==> config.mk <==
export PLATFORM = sky130hd
export DESIGN_NAME = sram_ctrl
export DESIGN_NICKNAME = d
export VERILOG_FILES = /design/src/rtl/sram_ctrl.sv
export SDC_FILE = /design/constraint.sdc
export NUM_CORES = 1
export LEC_CHECK = 0
export ABC_AREA = 1
export CAP_MARGIN = 20
export CORE_AREA = 8 8 98 100
export DETAILED_ROUTE_END_ITERATION = 8
export DIE_AREA = 0 0 106 108
export GPL_ROUTABILITY_DRIVEN = 0
export PLACE_DENSITY_LB_ADDON = 0.25
export SLEW_MARGIN = 10
export SYNTH_ARGS = -nofsm -noshare
export SYNTH_HDL_FRONTEND = slang
export SYNTH_SLANG_ARGS = --single-unit
==> constraint.sdc <==
create_clock -name clk -period 2.3 [get_ports clk]
set_input_delay 0.575 -clock clk [delete_from_list [all_inputs] [get_ports clk]]
set_output_delay 0.575 -clock clk [all_outputs]
set_load 0.02 [all_outputs]
==> src/rtl/sram_ctrl.sv <==
// Physical memory controller for one external asynchronous 32-bit SRAM.
// Reads pass straight through; writes are latched and sequenced as setup / WE pulse / hold.
module sram_ctrl #(
  parameter logic [31:0] BASE_ADDR  = 32'h0000_0000,
  parameter int          ADDR_WIDTH = 20,
  parameter int          WE_CYCLES  = 2
) (
  input  logic                  clk,
  input  logic                  rst,
  input  logic [31:0]           addr,
  input  logic [31:0]           data_in,
  input  logic                  is_write,
  output logic [31:0]           data_out,
  output logic                  busy,
  output logic [ADDR_WIDTH-1:0] sram_addr,
  output logic [31:0]           sram_data_out,
  input  logic [31:0]           sram_data_in,
  output logic                  sram_data_oe,
  output logic                  sram_ce_n,
  output logic                  sram_oe_n,
  output logic                  sram_we_n
);

  // state    | meaning
  // IDLE     | reads pass through, write requests accepted
  // WR_SETUP | address/data driven, WE still high
  // WR_PULSE | WE low for WE_CYCLES cycles
  // WR_HOLD  | WE high again, address/data still driven
  typedef enum logic [1:0] {IDLE, WR_SETUP, WR_PULSE, WR_HOLD} state_t;

  localparam logic [3:0]  CNT_LOAD  = 4'(WE_CYCLES - 1);
  localparam logic [32:0] WIN_BYTES = 33'd1 << (ADDR_WIDTH + 2);

  state_t                state;
  logic [3:0]            cnt;
  logic [ADDR_WIDTH-1:0] wr_addr;
  logic [31:0]           wr_data;
  logic [31:0]           offset;
  logic [ADDR_WIDTH-1:0] word_idx;
  logic                  mapped;
  logic                  accept;
  logic                  unused_offset_bits;

  // 33-bit compare so a window of the full 4 GiB does not overflow
  assign offset   = addr - BASE_ADDR;
  assign mapped   = (addr >= BASE_ADDR) && ({1'b0, offset} < WIN_BYTES);
  assign word_idx = offset[ADDR_WIDTH+1:2];
  assign accept   = (state == IDLE) && is_write && mapped;

  assign unused_offset_bits = ^{offset[1:0], offset >> (ADDR_WIDTH + 2)};

  // we_n and data_oe are registered so the SRAM strobe cannot glitch
  always_ff @(posedge clk) begin
    if (rst) begin
      state        <= IDLE;
      cnt          <= 4'd0;
      wr_addr      <= '0;
      wr_data      <= 32'd0;
      sram_we_n    <= 1'b1;
      sram_data_oe <= 1'b0;
    end else begin
      case (state)
        IDLE: begin
          if (accept) begin
            wr_addr      <= word_idx;
            wr_data      <= data_in;
            sram_data_oe <= 1'b1;
            state        <= WR_SETUP;
          end
        end
        WR_SETUP: begin
          cnt       <= CNT_LOAD;
          sram_we_n <= 1'b0;
          state     <= WR_PULSE;
        end
        WR_PULSE: begin
          if (cnt == 4'd0) begin
            sram_we_n <= 1'b1;
            state     <= WR_HOLD;
          end else begin
            cnt <= cnt - 4'd1;
          end
        end
        WR_HOLD: begin
          sram_data_oe <= 1'b0;
          state        <= IDLE;
        end
        default: begin
          sram_we_n    <= 1'b1;
          sram_data_oe <= 1'b0;
          state        <= IDLE;
        end
      endcase
    end
  end

  always_comb begin
    busy          = (state != IDLE) || accept;
    sram_addr     = wr_addr;
    sram_data_out = wr_data;
    sram_ce_n     = 1'b0;
    sram_oe_n     = 1'b1;
    data_out      = 32'd0;
    if (state == IDLE) begin
      sram_addr = word_idx;
      sram_ce_n = !mapped;
      sram_oe_n = !mapped;
      data_out  = mapped ? sram_data_in : 32'd0;
    end
  end

endmodule

==> metrics.md <==
| Metric | Value |
|---|---|
| Final setup violation count | `9` |
| Vias in the first global route | `between 3000 and 4000` |
| Clk_skew | `about 0.0038 ns` |
| Dpl hpwl | `approximately 8000 µm` |
| Yosys cell types | `20` |
| H-tree depth | `3` |
| #FFs+latches synth | `60` |
| CTS Buf Count | `9` |
| Pre-Repair DR Iteration Count | `4` |
| Post-synthesis sequential area ratio | `between 40% and 50%` |
| Synth Warn # | `0` |
| Mean Syn Cell Area | `between 6 and 7 µm²` |
| Cells after synthesis | `between 400 and 500` |
| Worst-path fanout max | `8` |
| Routed length per instance | `about 15 µm` |
| First-pass GRT wire length | `approximately 17000 µm` |
| Status | `finished with violations` |
| Mapped Area | `2830 µm²` |
| Max-cap violations | `0` |
| Failing checks | `setup timing` |
| Via density | `between 4 and 5` |
| Worst Setup End Kind | `primary output` |
| Core Region | `just over 8000 µm²` |
| Diode count | `0` |
| Max VDD drop | `approximately 410 µV` |
| HP Class | `reg -> reg` |
| Vias | `3368` |
| Met3 routed WL | `1100 µm` |
| Initial antenna violation count | `0` |
| Total power | `3.66 mW` |
| Worst endpoint required time | `~1.7 ns` |
| Post-route ant nets | `0` |
| Clk pin slew, worst setup/hold paths | `roughly 0.06 ns` |
| Hold_ws | `0.464 ns` |
| Total nets after synthesis | `540` |
| PwrDens | `698 nW/µm²` |
| Share of cells above drive strength 1 | `21.7%` |
| CTS tree | `done` |
| # hold bufs at CTS | `0` |
| Relative slew margins | `about three fifths` |
| Die ar. | `11400 µm²` |
| Crit Path Class | `in -> out` |
| Arrival time worst endpoint | `between 1.5 and 2 ns` |
| Dominant cells by area after synthesis | `dfxtp_1, nand2_1, a21oi_1` |
| Initial Utilization | `about a third` |
| Design Area, Final | `about 5200 µm²` |
| CTS root buf | `clkbuf_8` |
| Met2 wire len | `5520 µm` |
| Post-Route WL | `11400 µm` |
| Synth-to-Final Area Change | `85.4%` |
| Worst setup SP type | `input port` |
| Largest net degree at the start of global routing | `between 50 and 60` |
| GRT Util Overall | `between 10% and 20%` |
| Final min period | `about 2.4 ns` |
| Grt ovf | `0` |
| Skew-Pair Late Insertion Delay | `~0.34 ns` |
| Final Max Tran Viols | `0` |
| Final net count | `between 700 and 800` |
| Clock sink count | `60` |
| I/O Buffers | `approximately 190` |
| # DRC | `0` |
| Setup WS post-layout | `-0.0827 ns` |
| Num ports | `approximately 190` |
| Setup_tns | `-0.275 ns` |
| Clk buf depth | `2` |
| Area after DPL | `around 4900 µm²` |
| Synth top area share | `42.5%` |
| First DRT Iteration DRCs | `about 130` |
| Post-route clock period utilization | `104%` |
| Die height | `between 100 and 150 µm` |
| Yosys top cell by area | `dfxtp_1` |
| Slew @ Worst Pin | `0.572 ns` |
| Top sig layer | `met4` |
| Fin. Hold Viols | `0` |
| Metal-1 WL | `roughly 4600 µm` |
| DIE WIDTH | `roughly 110 µm` |
| Max frequency | `between 0.4 and 0.5 GHz` |
| Row count | `33` |
| Leak Pwr | `approximately 2.3 nW` |
| RSZ-0062 raised after global routing | `true` |
stage by stage:
| stage | setup WS [ns] | util (%) | std cells |
|---|---|---|---|
| global route | -0.154 | 65.1 | 746 |
| CTS | 0.00107 | 63.7 | 746 |
| global placement | -0.788 | 60.4 | 725 |
| detailed placement | -0.884 | 60.4 | 725 |
| finish | -0.0827 | 65.1 | 746 |
| floorplan | -0.000983 | - | 434 |
path summary, 6_finish.rpt:
path,startpoint,to,slack (ns),cells past startpoint
max,addr[30],data_out[26],-0.08,9
min,wr_addr[15],wr_addr[15],0.46,2
max reg2reg,state[0],sram_data_out[5],0.36,10
min reg2reg,wr_addr[15],wr_addr[15],0.46,2
layout by cell type, fill, tap and decap left out, types with 10 or more instances in the layout:
cell | synthesis | routed
nand2_1 | 182 | 180
clkdlybuf4s50_1 | 0 | 119
dfxtp_1 | 60 | 60
a21oi_1 | 58 | 58
inv_1 | 45 | 44
buf_4 | 0 | 33
buf_6 | 5 | 23
nor2_4 | 1 | 22
nor2_1 | 44 | 21
clkbuf_2 | 0 | 20
clkbuf_8 | 0 | 10
metal layers:
metal | vias to the layer above | global-route usage (%)
met2 | 157 | 32.2
met3 | 11 | 8.69
met4 | 0 | 7.14
li1 | 1719 | -
met5 | - | 0
met1 | 1481 | 19.5
cell families (layout without fill, tap and decap cells):
kind of cell,count (synthesis),after routing,share of synthesized area [%]
buf+inv,70,277,10.8
fa+ha+maj,7,7,3.10
flops,60,60,42.5
compound gates,61,61,11.0
simple gates,236,236,32.6
critical path, stage by stage:
cell	delay, ns
buf_6	0.09
or2_4	0.25
nor2_4	0.14
nand2_4	0.06
nor2_4	0.10
buf_12	0.19
clkinv_8	0.09
nor2_1	0.14
buf_4	0.17
flip-flops by register name (all words and copies together) (netlist names):
signal	flops
state	2
sram_data_oe	1
wr_addr	20
cnt	4
sram_we_n	1
sram_data_out	32
synthesized netlist by cell type:
| library cell | count |
|---|---|
| nor2_1 | 44 |
| clkbuf_1 | 15 |
| buf_6 | 5 |
| nor2_4 | 1 |
| nand3_4 | 1 |
| and2_1 | 1 |
| ha_1 | 7 |
| nand2_1 | 182 |
| nand3_1 | 3 |
| inv_2 | 1 |
| or2_1 | 1 |
| a21oi_1 | 58 |
| nor3_1 | 3 |
| a21boi_0 | 1 |
| o22ai_1 | 1 |
| clkinv_2 | 1 |
| dfxtp_1 | 60 |
| o211ai_1 | 1 |
| inv_1 | 45 |
| buf_2 | 3 |
timing repair:
action	4_1_cts	5_1_grt
resized for setup	259	84
pin swaps	11	9
gates cloned	3	0
setup endpoints to repair	55	55
buffers inserted	2	0
cell type report:
type	instances	area (µm²)
Timing Repair inverter	3	43.8
Clock buffer	11	141
Timing Repair Buffer	211	1940
Fill cell	688	2810
Sequential cell	60	1200
Clock inverter	5	75.1
Multi-Input combinational cell	304	1510
Inverter	47	194
Tap cell	105	131
where the power goes:
part           switching [mW]  total [mW]  internal [mW]  leakage, nW
registers              0.0304        1.12           1.09        0.484
clock network           0.401        1.03          0.634        0.113
logic                   0.891        1.50          0.609         1.66
(Power assumes the default switching activity.)
